$ cat src/rtl/nrisc_pkg.sv
// nrisc_pkg: shared definitions for the nRISC fetch stage.
//   PC_W          width of program addresses
//   RESET_PC_DEF  default first fetch address after reset
//   PC_MAX_DEF    default last valid program address
//   fetch_state_e fetch FSM encoding (RUN, HALT)
package nrisc_pkg;

    localparam int PC_W = 8;

    localparam logic [PC_W-1:0] RESET_PC_DEF = 8'h80;
    localparam logic [PC_W-1:0] PC_MAX_DEF   = 8'h99;

    typedef enum logic {
        ST_RUN  = 1'b0,
        ST_HALT = 1'b1
    } fetch_state_e;

endpackage

$ cat src/rtl/pc_target_calc.sv
// pc_target_calc: combinational branch-target computation and window check.
// Ports:
//   redirect_rel_i   1 = relative target, 0 = absolute target
//   redirect_addr_i  absolute target, or two's-complement offset
//   base_pc_i        address of the branch instruction being decoded
//   target_o         computed target address (modulo 2^PC_W)
//   out_of_range_o   target lies outside [RESET_PC, PC_MAX]
module pc_target_calc
    import nrisc_pkg::*;
#(
    parameter logic [PC_W-1:0] RESET_PC = RESET_PC_DEF,
    parameter logic [PC_W-1:0] PC_MAX   = PC_MAX_DEF
) (
    input  logic            redirect_rel_i,
    input  logic [PC_W-1:0] redirect_addr_i,
    input  logic [PC_W-1:0] base_pc_i,
    output logic [PC_W-1:0] target_o,
    output logic            out_of_range_o
);

    // The offset is already PC_W bits wide, so sign extension to the
    // address width is the identity; a plain modulo add gives base + offset.
    always_comb begin
        if (redirect_rel_i) begin
            target_o = base_pc_i + redirect_addr_i;
        end else begin
            target_o = redirect_addr_i;
        end
        out_of_range_o = (target_o < RESET_PC) || (target_o > PC_MAX);
    end

endmodule

$ cat src/rtl/pc_fetch.sv
// pc_fetch: program counter and fetch control for the nRISC core.
// Drives the fetch address into a memory with a one-cycle registered read
// and tags each memory output with its address and a valid bit.
// Ports:
//   clock, reset          clock; synchronous active-low reset
//   stall                 decoder cannot accept an instruction this cycle
//   redirect              branch/jump taken this cycle
//   redirect_rel          1 = relative target, 0 = absolute
//   redirect_addr         absolute target or signed offset
//   PC                    fetch address to the instruction memory
//   fetch_valid           memory output this cycle is a live instruction
//   fetch_pc              address of the instruction on the memory output
//   halted                fetch has stopped (HALT state)
//   fault                 sticky: a redirect target left the program window
//   state_dbg             current FSM state
//
// Flow control: a fetch is issued on an edge when the FSM is in RUN and
// neither redirect nor stall is asserted; the memory output in the
// following cycle is then flagged with fetch_valid = 1 and tagged with the
// issued address in fetch_pc. Redirect wins over stall.
module pc_fetch
    import nrisc_pkg::*;
#(
    parameter logic [PC_W-1:0] RESET_PC = RESET_PC_DEF,
    parameter logic [PC_W-1:0] PC_MAX   = PC_MAX_DEF
) (
    input  logic            clock,
    input  logic            reset,
    input  logic            stall,
    input  logic            redirect,
    input  logic            redirect_rel,
    input  logic [PC_W-1:0] redirect_addr,
    output logic [PC_W-1:0] PC,
    output logic            fetch_valid,
    output logic [PC_W-1:0] fetch_pc,
    output logic            halted,
    output logic            fault,
    output fetch_state_e    state_dbg
);

    logic [PC_W-1:0] pc_q, pc_d;
    logic [PC_W-1:0] fetch_pc_q, fetch_pc_d;
    logic            fetch_valid_q, fetch_valid_d;
    logic            fault_q, fault_d;
    logic            halted_q;
    fetch_state_e    state_q, state_d;

    logic [PC_W-1:0] tgt;
    logic            tgt_oor;

    // Relative targets are based on the branch being decoded, i.e. the
    // instruction currently tagged by fetch_pc, not on the fetch address.
    pc_target_calc #(
        .RESET_PC (RESET_PC),
        .PC_MAX   (PC_MAX)
    ) u_target (
        .redirect_rel_i  (redirect_rel),
        .redirect_addr_i (redirect_addr),
        .base_pc_i       (fetch_pc_q),
        .target_o        (tgt),
        .out_of_range_o  (tgt_oor)
    );

    always_comb begin
        pc_d          = pc_q;
        fetch_pc_d    = fetch_pc_q;
        fetch_valid_d = 1'b0;
        fault_d       = fault_q;
        state_d       = state_q;
        if (state_q == ST_RUN) begin
            if (redirect) begin
                // Wrong-path output next cycle is dropped (valid stays 0).
                if (tgt_oor) begin
                    state_d = ST_HALT;
                    fault_d = 1'b1;
                end else begin
                    pc_d = tgt;
                end
            end else if (!stall) begin
                fetch_valid_d = 1'b1;
                fetch_pc_d    = pc_q;
                // The last address is still issued; only the increment stops.
                if (pc_q == PC_MAX) begin
                    state_d = ST_HALT;
                end else begin
                    pc_d = pc_q + PC_W'(1);
                end
            end
        end
    end

    always_ff @(posedge clock) begin
        if (!reset) begin
            pc_q          <= RESET_PC;
            fetch_pc_q    <= RESET_PC;
            fetch_valid_q <= 1'b0;
            fault_q       <= 1'b0;
            halted_q      <= 1'b0;
            state_q       <= ST_RUN;
        end else begin
            pc_q          <= pc_d;
            fetch_pc_q    <= fetch_pc_d;
            fetch_valid_q <= fetch_valid_d;
            fault_q       <= fault_d;
            halted_q      <= (state_d == ST_HALT);
            state_q       <= state_d;
        end
    end

    assign PC          = pc_q;
    assign fetch_pc    = fetch_pc_q;
    assign fetch_valid = fetch_valid_q;
    assign halted      = halted_q;
    assign fault       = fault_q;
    assign state_dbg   = state_q;

endmodule

$ cat config.mk
export PLATFORM = sky130hd
export DESIGN_NAME = pc_fetch
export DESIGN_NICKNAME = d
export VERILOG_FILES = /design/src/rtl/nrisc_pkg.sv /design/src/rtl/pc_target_calc.sv /design/src/rtl/pc_fetch.sv
export SDC_FILE = /design/constraint.sdc
export NUM_CORES = 1
export LEC_CHECK = 0
export CAP_MARGIN = 10
export CORE_ASPECT_RATIO = 1.5
export CORE_MARGIN = 1.5
export CORE_UTILIZATION = 24
export DETAILED_ROUTE_END_ITERATION = 10
export GPL_TIMING_DRIVEN = 0
export PLACE_DENSITY_LB_ADDON = 0.2
export SYNTH_ARGS = -nofsm -noshare
export SYNTH_HDL_FRONTEND = slang
export SYNTH_SLANG_ARGS = --single-unit
$ cat constraint.sdc
create_clock -name clock -period 3.4 [get_ports clock]
set_clock_uncertainty 0.15 [all_clocks]
set_input_delay 0.85 -clock clock [delete_from_list [all_inputs] [get_ports clock]]
set_output_delay 0.85 -clock clock [all_outputs]
set_load 0.02 [all_outputs]
==> metrics.md, run 1 <==
| Metric | Value |
|---|---|
| Status | finished, final reports clean |
| Clock Latency Late Sink | approximately 0.27 ns |
| Final Setup Violations | 0 |
| Final core utilization | 0.3394 |
| Initial antenna violation count | 0 |
| Num rows | 35 |
| Clock sinks | 19 |
| Clock-pin slew on the worst setup and hold paths | ~0.080 ns |
| GRT Total Usage | 0.1533 |
| Setup crit start kind | input pin |
| CP Max Fanout | 4 |
| Post-synthesis sequential area ratio | 0.2510 |
| Maxcap violations | 0 |
| Post-synth net total | 219 |
| DR pass1 iterations | 4 |
| CTS tree | done |
| Grt ovf | 0 |
| Area grow syn2layout | 37.32% |
| Post-Route WL | 4992 µm |
| Via/cell ratio | about 5.3 |
| GP Congestion | between 0.9 and 1 |
| Pwr Total | 569.9 µW |
| Final Cycle Share | 0.9869 |
| DRC viols | 0 |
| Starting Density | 0.2471 |
| Layout cells sized above 1 | 0.1373 |
| Worst min path class | reg -> reg |
| CP Data Required Time | 3.42 ns |
| Num CTS Buffers | 3 |
| Core ar. | 0.006131 mm² |
| Max_slew headroom | 0.3620 |
| Placed Cells | 300 |
| Data arrival, critical path | 3.37 ns |
| Mean area per synthesized cell | ~7.7 µm² |
| Via count of the routed design | between 1500 and 2000 |
| Max IR drop VDD | 0.0001014 V |
| Fin cells | 307 |
| Synth Instances | between 150 and 200 |
| CTS root buffer | clkbuf_8 |
| Height of the die | 100.3 µm |
| Antenna viol nets, final | 0 |
| EDFF count, synth | 0 |
| Hold Violations, Final | 0 |
| Slew Viols, Final | 0 |
| Area of the mapped netlist | around 0.0015 mm² |
| Unique masters post-synth | between 50 and 60 |
| Yosys warns | 0 |
| Fmax | 298.0 MHz |
| Tmin final | 3.355 ns |
| H-Tree Depth | 1 |
| Port Buf Inserts | 30 |
| Post-synth ARST share | 0 |
| Final nets | 257 |
| Critical path class | in -> reg |
| # diodes | 0 |
| Leakage power | 0.7752 nW |
| Die Footprint | 0.006809 mm² |
| Worst Setup End Kind | flip-flop |
| Die extent in x | 67.88 µm |
| DR WL/cell | 16.26 µm |
| Slew @ Worst Pin | between 0.9 and 1 ns |
| Starting DRC count in detailed routing | 37 |
| Clock Path Buffers | 2 |
| Flop and latch count out of synthesis | 19 |
| I/O pins | 33 |
| Hold-fix buffer count after cts | 0 |
| Main synth FF type | dfxtp_1 |
| Vias in the first global route | 1617 |
| First-pass GRT wire length | 7831 µm |
| Power per Cell Area | 273.9 mW/mm² |
| RSZ-0062 raised after global routing | no |
| Pin count of the biggest net entering global routing | 12 |
| HPWL Detailed | 3886 µm |
## kinds of logic (layout without fill, tap and decap cells)
kind of cell,after synthesis,count (layout),share of synthesized area
adder cells (fa/ha/maj),10,10,0.08753
AND/OR/NAND/NOR,78,78,0.2651
XOR/XNOR,2,2,0.01156
flip-flops,19,19,0.2510
AO/OA/AOI/OAI,64,64,0.3039
buffers and inverters,19,56,0.05284
multiplexers,4,4,0.02808
## layer usage
metal,track usage,share of wire,vias up
li1,-,-,808
met1,0.1540,0.37,776
met2,0.2979,0.58,35
met3,0.01457,0.025,6
met4,0.07538,0.026,0
met5,0,0,-
## sequential cells by signal, indices dropped and copies added, names as in the netlist
name and flops:
fetch_pc 8, PC 8, fault 1, fetch_valid 1, state_dbg 1
## worst paths after layout
path                    start    end  slack (ns)  depth (start not counted)
min reg2reg             fault  fault        0.33                          1
min                     fault  fault        0.33                          1
max          redirect_addr[5]  PC[3]        0.04                          9
max reg2reg       fetch_pc[0]  PC[3]        0.48                          9
## stage by stage
step           hold slack, ns  setup slack (ns)  instance area, µm²  TNS, ns
3_5_place_dp           0.3102           -0.7322                1908   -6.303
3_3_place_gp           0.3025           -0.7108                1908   -6.215
2_1_floorplan          0.3999          0.006146                1515        0
6_report               0.3268           0.04456                2081        0
5_1_grt                0.3694          0.001243                2081        0
4_1_cts                0.3334          0.004414                2066        0
## what timing repair did
item | CTS | global route
endpoints found under the setup margin | 10 | 2
gates resized for setup | 23 | 2
pin swaps | 9 | 2
cloned | 0 | 0
buffers inserted | 3 | 0
## layout by cell type, fill, tap and decap left out, types with 4 or more instances in the layout
cell type and n:
nand2_1 25, ha_4 6, o21ai_0 9, clkdlybuf4s50_1 24, o21a_1 4, inv_1 7
clkbuf_1 6, dfxtp_1 19, a21oi_1 13, a211oi_1 4, buf_4 5, nand3_1 6
dlygate4sd2_1 5, nor2_1 14, nor3_1 7
## report_power, final
group | switching, mW | internal [mW] | total, mW
Clock | 0.0881 | 0.0820 | 0.170
Sequential | 0.0100 | 0.230 | 0.240
Combinational | 0.0890 | 0.0706 | 0.160
## cell usage after synthesis, types with 2 or more instances
| library cell | count | area [µm²] |
|---|---|---|
| nand2_1 | 25 | 93.84 |
| dfxtp_1 | 19 | 380.4 |
| a21oi_1 | 14 | 70.07 |
| nor2_1 | 14 | 52.55 |
| o21ai_0 | 10 | 50.05 |
| ha_1 | 9 | 112.6 |
| inv_1 | 7 | 26.28 |
| nor3_1 | 7 | 35.03 |
| clkbuf_1 | 6 | 22.52 |
| nand3_1 | 6 | 30.03 |
| a211o_1 | 4 | 35.03 |
| a211oi_1 | 4 | 30.03 |
| o211a_1 | 4 | 40.04 |
| o21a_1 | 4 | 30.03 |
| a31oi_1 | 3 | 18.77 |
| nand4_1 | 3 | 18.77 |
| o2bb2ai_1 | 3 | 26.28 |
| or3_1 | 3 | 18.77 |
| a22oi_1 | 2 | 15.01 |
| and2_1 | 2 | 12.51 |
| and3_1 | 2 | 12.51 |
| buf_1 | 2 | 7.510 |
| buf_4 | 2 | 15.01 |
| mux2_2 | 2 | 22.52 |
| mux2i_1 | 2 | 20.02 |
| nand2b_1 | 2 | 12.51 |
| nand4b_1 | 2 | 17.52 |
| nor2b_1 | 2 | 12.51 |
| nor4_1 | 2 | 12.51 |
| o211ai_1 | 2 | 15.01 |
| o221ai_1 | 2 | 17.52 |
## layout make-up
type,instances,area [µm²]
inverters,8,30.03
multi-input cells,158,1170
plain buffers,11,50.05
clock inverters,1,5.005
well taps,74,92.59
flip-flops and latches,19,380.4
clock buffers,3,41.29
repair buffers,33,311.5
fillers,698,4050
## critical path: stages
cell and delay, ns:
clkdlybuf4s50_1 0.47, ha_4 0.30, and4bb_2 0.23, a31oi_2 0.18, nand4_1 0.13, or4_4 0.55, a211o_4 0.31, o21a_1 0.17
o22a_1 0.19
Note: power is estimated with default switching activity, not from simulation.
==> inputs of run 2 (changes only) <==
- clock period: 3.4 -> 3.6 ns (I/O delays scaled with it)
==> metrics.md, run 2 (same netlist as run 1, synthesis figures left out) <==
| Metric | Value |
|---|---|
| Status | finished, final reports clean (unchanged) |
| Clock-pin slew on the worst setup and hold paths | 0.08 ns (about the same) |
| FF-to-FF Start | fetch_pc[0] (unchanged) |
| Max_slew headroom | 0.3652 (was 0.3620) |
| RSZ-0062 raised after global routing | no (unchanged) |
| CTS root buffer | clkbuf_8 (unchanged) |
| Antenna viol nets, final | 0 (unchanged) |
| # diodes | 0 (unchanged) |
| CTS tree | done (unchanged) |
| Hold Violations, Final | 0 (unchanged) |
| Commonest non-fill, non-tap cell in the layout | clkdlybuf4s50_1 (was nand2_1) |
| Via/cell ratio | 5.261 (was 5.293) |
| Grt ovf | 0 (unchanged) |
| Clock sinks | 19 (unchanged) |
| GRT Max-Usage Layer | met2 (unchanged) |
| Die Footprint | 0.006809 mm² (unchanged) |
| Fin area | 0.001994 mm² (was 0.002081 mm²) |
| Worst min path class | reg -> reg (unchanged) |
| Starting DRC count in detailed routing | 46 (was 37) |
| Critical path class | in -> reg (unchanged) |
| Multi-input logic area | 0.001082 mm² (was 0.001170 mm²) |
| Pin count of the biggest net entering global routing | 12 (unchanged) |
| Tmin final | between 3 and 4 ns |
| Vias in the first global route | 1616 (was 1617) |
| Final Setup Violations | 0 (unchanged) |
| Clock Path Buffers | 2 (unchanged) |
| Hold Path Stages | 1 (unchanged) |
| CP Max Fanout | 7 (was 4) |
| GRT Total Usage | 0.1513 (was 0.1533) |
| Num CTS Buffers | 3 (unchanged) |
| Leakage power | 0.7728 nW (was 0.7752 nW) |
| Fin cells | 306 (was 307) |
| DR WL/cell | 16.00 µm (was 16.26 µm) |
| Data arrival, critical path | 3.51 ns (was 3.37 ns) |
| Met2 Track Usage GR | 0.2919 (was 0.2979) |
| FILL cells | 712 (was 698) |
| CP Data Required Time | 3.62 ns (was 3.42 ns) |
| Port Buf Inserts | 30 (unchanged) |
| Placed Cells | 300 (unchanged) |
| First-pass GRT wire length | 7721 µm (was 7831 µm) |
| Layout cells sized above 1 | 0.09914 (was 0.1373) |
| Smallest hold slack | 0.3268 ns (about the same) |
| GP Congestion | 0.9086 (unchanged) |
| Post-Route WL | 4897 µm (was 4992 µm) |
| Via count of the routed design | 1610 (was 1625) |
| Met3 Use GR | 0.01457 (unchanged) |
| Area grow syn2layout | 31.63% (was 37.32%) |
| Pwr Total | 531.0 µW (was 569.9 µW) |
| Core ar. | 0.006131 mm² (unchanged) |
| Setup_tns | 0 ns (unchanged) |
| Hold-fix buffer count after cts | 0 (unchanged) |
| Num rows | 35 (unchanged) |
| Height of the die | 100.3 µm (unchanged) |
| Slew @ Worst Pin | 0.9449 ns (was 0.9497 ns) |
| DRC viols | 0 (unchanged) |
| Reg-to-Reg End | PC[3] (unchanged) |
| Hold endpoint | fault (unchanged) |
| Die extent in x | 67.88 µm (unchanged) |
| Highest-count cells in the layout ignoring fill and taps | 28 x clkdlybuf4s50_1, 25 x nand2_1, 19 x dfxtp_1 (was 25 x nand2_1, 24 x clkdlybuf4s50_1, 19 x dfxtp_1) |
| Starting Density | 0.2471 (unchanged) |
| Cell Area, Placed | 0.001908 mm² (unchanged) |
| Slew Viols, Final | 0 (unchanged) |
| Final nets | 256 (was 257) |
| Worst Setup End Kind | flip-flop (unchanged) |
| Max IR drop VDD | 0.00009533 V (was 0.0001014 V) |
| Reg2Reg Depth | 9 (unchanged) |
| I/O pins | 33 (unchanged) |
| H-Tree Depth | 1 (unchanged) |
| Sequential cell area | 380.4 µm² (unchanged) |
| Final Cycle Share | 0.9701 |
| HP Start | fault (unchanged) |
| DR pass1 iterations | 4 (unchanged) |
| Maxcap violations | 0 (unchanged) |
| Clock Latency Late Sink | 0.27 ns (about the same) |
| Initial antenna violation count | 0 (unchanged) |
| HPWL Detailed | 3886 µm (unchanged) |
| M1 GR Usage | 0.1512 (was 0.1540) |
| Fmax | 286.3 MHz |
| Setup crit start kind | input pin (unchanged) |
| Internal reg-to-reg setup slack | 0.67 ns (was 0.48 ns) |
| Power per Cell Area | 266.3 mW/mm² (was 273.9 mW/mm²) |
run 2: power breakdown:
group	internal, mW	switching, mW
sequential	0.217	0.00922
combinational	0.0630	0.0809
clock	0.0774	0.0831
total	0.358	0.173
run 2: repair_timing:
action	4_1_cts	5_1_grt
pin swaps	6	2
gates cloned	0	0
resized for setup	6	3
setup buffers	2	0
endpoints found under the setup margin	10	3
run 2: critical path, cell delays in order:
cell and delay, ns:
clkdlybuf4s50_1 0.44, ha_1 0.41, and4bb_2 0.25, a31oi_1 0.18, nand4_1 0.13, or4_4 0.55
a211o_4 0.31, o21a_1 0.17, o22a_1 0.19
run 2: final cells by class:
class / count / area share
clock inverter: 1 / 0.002509
multi-input combinational: 158 / 0.5427
inverter: 8 / 0.01506
buffer: 11 / 0.02509
tap: 74 / 0.04642
sequential: 19 / 0.1907
timing repair buffer: 32 / 0.1568
clock buffer: 3 / 0.02070
run 2: routing by layer:
layer,up-vias,share of wire
met5,-,0
met4,0,0.032
met1,763,0.38
met3,8,0.021
li1,807,-
met2,32,0.56
run 2: worst max-delay path by stage:
stage,start,end,slack (ns),depth (start not counted)
2_1_floorplan,redirect_addr[0],PC[3],0.16,9
3_3_place_gp,redirect_addr[0],PC[3],-0.56,10
3_5_place_dp,redirect_addr[0],PC[3],-0.58,10
4_1_cts,redirect_addr[2],PC[3],0.05,9
5_1_grt,redirect_addr[4],PC[3],0.03,9
6_report,redirect_addr[5],PC[3],0.11,9
run 2: stage by stage:
step           setup slack (ns)    util
6_report                 0.1075  0.3253
5_1_grt                 0.02500  0.3253
4_1_cts                 0.04604  0.3229
3_5_place_dp            -0.5822  0.3112
3_3_place_gp            -0.5608  0.3112
2_1_floorplan            0.1561       -
==> inputs of run 3 (changes only) <==
- CORE_UTILIZATION: 24 -> 51
==> metrics.md, run 3 (same netlist as run 1, synthesis figures left out) <==
| Metric | Value |
|---|---|
| CP Data Required Time | 3.59 ns (was 3.62 ns) |
| Fmax | 284.5 MHz (was 286.3 MHz) |
| Clock Latency Late Sink | 0.25 ns (was 0.27 ns) |
| DR pass1 iterations | 4 (unchanged) |
| CP Max Fanout | 5 (was 7) |
| Die Footprint | 0.003314 mm² (was 0.006809 mm²) |
| Antenna viol nets, final | 0 (unchanged) |
| Commonest non-fill, non-tap cell in the layout | clkdlybuf4s50_1 (unchanged) |
| Hold endpoint | fault (unchanged) |
| Critical path's top delay family | compound AO/OA/AOI/OAI gates (was simple AND/OR/NAND/NOR gates) |
| Reg2Reg Depth | 9 (unchanged) |
| Worst min path class | reg -> reg (unchanged) |
| Port Buf Inserts | 30 (unchanged) |
| Via count of the routed design | 1668 (was 1610) |
| Final Setup Violations | 0 (unchanged) |
| Post-Route WL | 4673 µm (was 4897 µm) |
| Vias in the first global route | 1584 (was 1616) |
| Via/cell ratio | 6.155 (was 5.261) |
| Maxcap violations | 0 (unchanged) |
| Area grow syn2layout | 31.79% (was 31.63%) |
| Max IR drop VDD | 0.0003289 V (was 0.00009533 V) |
| Height of the die | 69.76 µm (was 100.3 µm) |
| Tmin final | 3.515 ns (was 3.492 ns) |
| DRC viols | 0 (unchanged) |
| Core ar. | 0.002883 mm² (was 0.006131 mm²) |
| Status | finished, final reports clean (unchanged) |
| HP Start | fault (unchanged) |
| DR WL/cell | 17.24 µm (was 16.00 µm) |
| Hold Violations, Final | 0 (unchanged) |
| HPWL Detailed | 3557 µm (was 3886 µm) |
| Setup ws final | 0.08471 ns (was 0.1075 ns) |
| Die extent in x | 47.51 µm (was 67.88 µm) |
| Final Cycle Share | 0.9765 (was 0.9701) |
| Setup crit start kind | input pin (unchanged) |
| Power per Cell Area | 260.8 mW/mm² (was 266.3 mW/mm²) |
| Worst Setup End Kind | flip-flop (unchanged) |
| Post-Place Worst Slack | -0.5523 ns (was -0.5822 ns) |
| Slew @ Worst Pin | 1.024 ns (was 0.9449 ns) |
| Hold Path Stages | 1 (unchanged) |
| Layout cells sized above 1 | 0.1121 (was 0.09914) |
| Hold-fix buffer count after cts | 0 (unchanged) |
| Pin count of the biggest net entering global routing | 11 (was 12) |
| FF-to-FF Start | fetch_pc[0] (unchanged) |
| Buf/Inv on CP | 1 (unchanged) |
| Setup_tns | 0 ns (unchanged) |
| Reg-to-Reg End | PC[3] (unchanged) |
| Slew Viols, Final | 0 (unchanged) |
| First-pass GRT wire length | 7169 µm (was 7721 µm) |
| GP Congestion | 0.8961 (was 0.9086) |
| Smallest hold slack | 0.3195 ns (was 0.3268 ns) |
| Highest-count cells in the layout ignoring fill and taps | 27 x clkdlybuf4s50_1, 25 x nand2_1, 19 x dfxtp_1 (was 28 x clkdlybuf4s50_1, 25 x nand2_1, 19 x dfxtp_1) |
| Initial antenna violation count | 0 (unchanged) |
| Grt ovf | 0 (unchanged) |
| GRT Total Usage | 0.2944 (was 0.1513) |
| I/O pins | 33 (unchanged) |
| Critical path class | in -> reg (unchanged) |
| H-Tree Depth | 1 (unchanged) |
| Starting Density | 0.5256 (was 0.2471) |
| CTS tree | done (unchanged) |
| Crit-path slowest cell | or4_4 (unchanged) |
| Leakage power | 0.7772 nW (was 0.7728 nW) |
| Clock Path Buffers | 2 (unchanged) |
| Internal reg-to-reg setup slack | 0.68 ns (was 0.67 ns) |
| # diodes | 0 (unchanged) |
| Final nets | 256 (unchanged) |
| Pwr Total | 520.7 µW (was 531.0 µW) |
| Num CTS Buffers | 3 (unchanged) |
| Num rows | 24 (was 35) |
| Clock-pin slew on the worst setup and hold paths | 0.07 ns (was 0.08 ns) |
| Data arrival, critical path | 3.51 ns (about the same) |
| Clock sinks | 19 (unchanged) |
| Cell Chain, Critical Path | clkdlybuf4s50_1 > ha_4 > o211a_1 > a211o_1 > nand3_1 > or4_4 > a211o_4 > o21a_1 > o22a_1 (was clkdlybuf4s50_1 > ha_1 > and4bb_2 > a31oi_1 > nand4_1 > or4_4 > a211o_4 > o21a_1 > o22a_1) |
| Max stage delay on crit path | 0.55 ns (about the same) |
| Max_slew headroom | 0.3118 (was 0.3652) |
| Starting DRC count in detailed routing | 55 (was 46) |
| CTS root buffer | clkbuf_8 (unchanged) |
-- run 3: final cells by class --
cell class / count / area (µm²)
clock buffers: 4 / 45.04
well taps: 39 / 48.80
plain buffers: 11 / 53.80
flip-flops and latches: 19 / 380.4
repair buffers: 32 / 315.3
multi-input cells: 158 / 1124
fillers: 253 / 885.9
inverters: 8 / 30.03
-- run 3: worst register-to-register path, delay by kind of cell, from the launching register on --
family	cells	cell delay (ns)
flip-flops	1	0.33
AND/OR/NAND/NOR	2	0.56
adder cells (fa/ha/maj)	2	0.58
AO/OA/AOI/OAI	5	1.20
-- run 3: how the worst max path moves through the flow --
stage	startpoint	endpoint	slack, ns	depth (start not counted)
after floorplan	redirect_addr[0]	PC[3]	0.16	9
after global placement	redirect_addr[0]	PC[3]	-0.51	10
after detailed placement	redirect_addr[0]	PC[3]	-0.55	10
after CTS	redirect_addr[0]	PC[3]	0.01	10
after global routing	redirect_addr[3]	PC[3]	-0.008	9
final	redirect_addr[3]	PC[3]	0.08	9
-- run 3: power breakdown --
group	internal [mW]	switching, mW	total [mW]
clock	0.0785	0.0669	0.145
combinational	0.0659	0.0824	0.148
sequential	0.218	0.00944	0.227
-- run 3: routing by layer --
metal  vias up  part of all wire  GRT usage
met5         -                 0          0
met4         0             0.011    0.08333
met3         4             0.048    0.02865
met2        61              0.57     0.5390
met1       792              0.37     0.3306
li1        811                 -          -
-- run 3: through the flow --
| step | std cells | area [µm²] | util |
|---|---|---|---|
| floorplan | 196 | 1515 | - |
| global placement | 265 | 1864 | 0.6467 |
| detailed placement | 265 | 1864 | 0.6467 |
| CTS | 271 | 1937 | 0.6719 |
| global route | 271 | 1997 | 0.6927 |
| finish | 271 | 1997 | 0.6927 |
-- run 3: what timing repair did --
item | CTS | global route
resized for setup | 7 | 9
endpoints found under the setup margin | 10 | 9
setup buffers | 2 | 0
pin swaps | 5 | 4
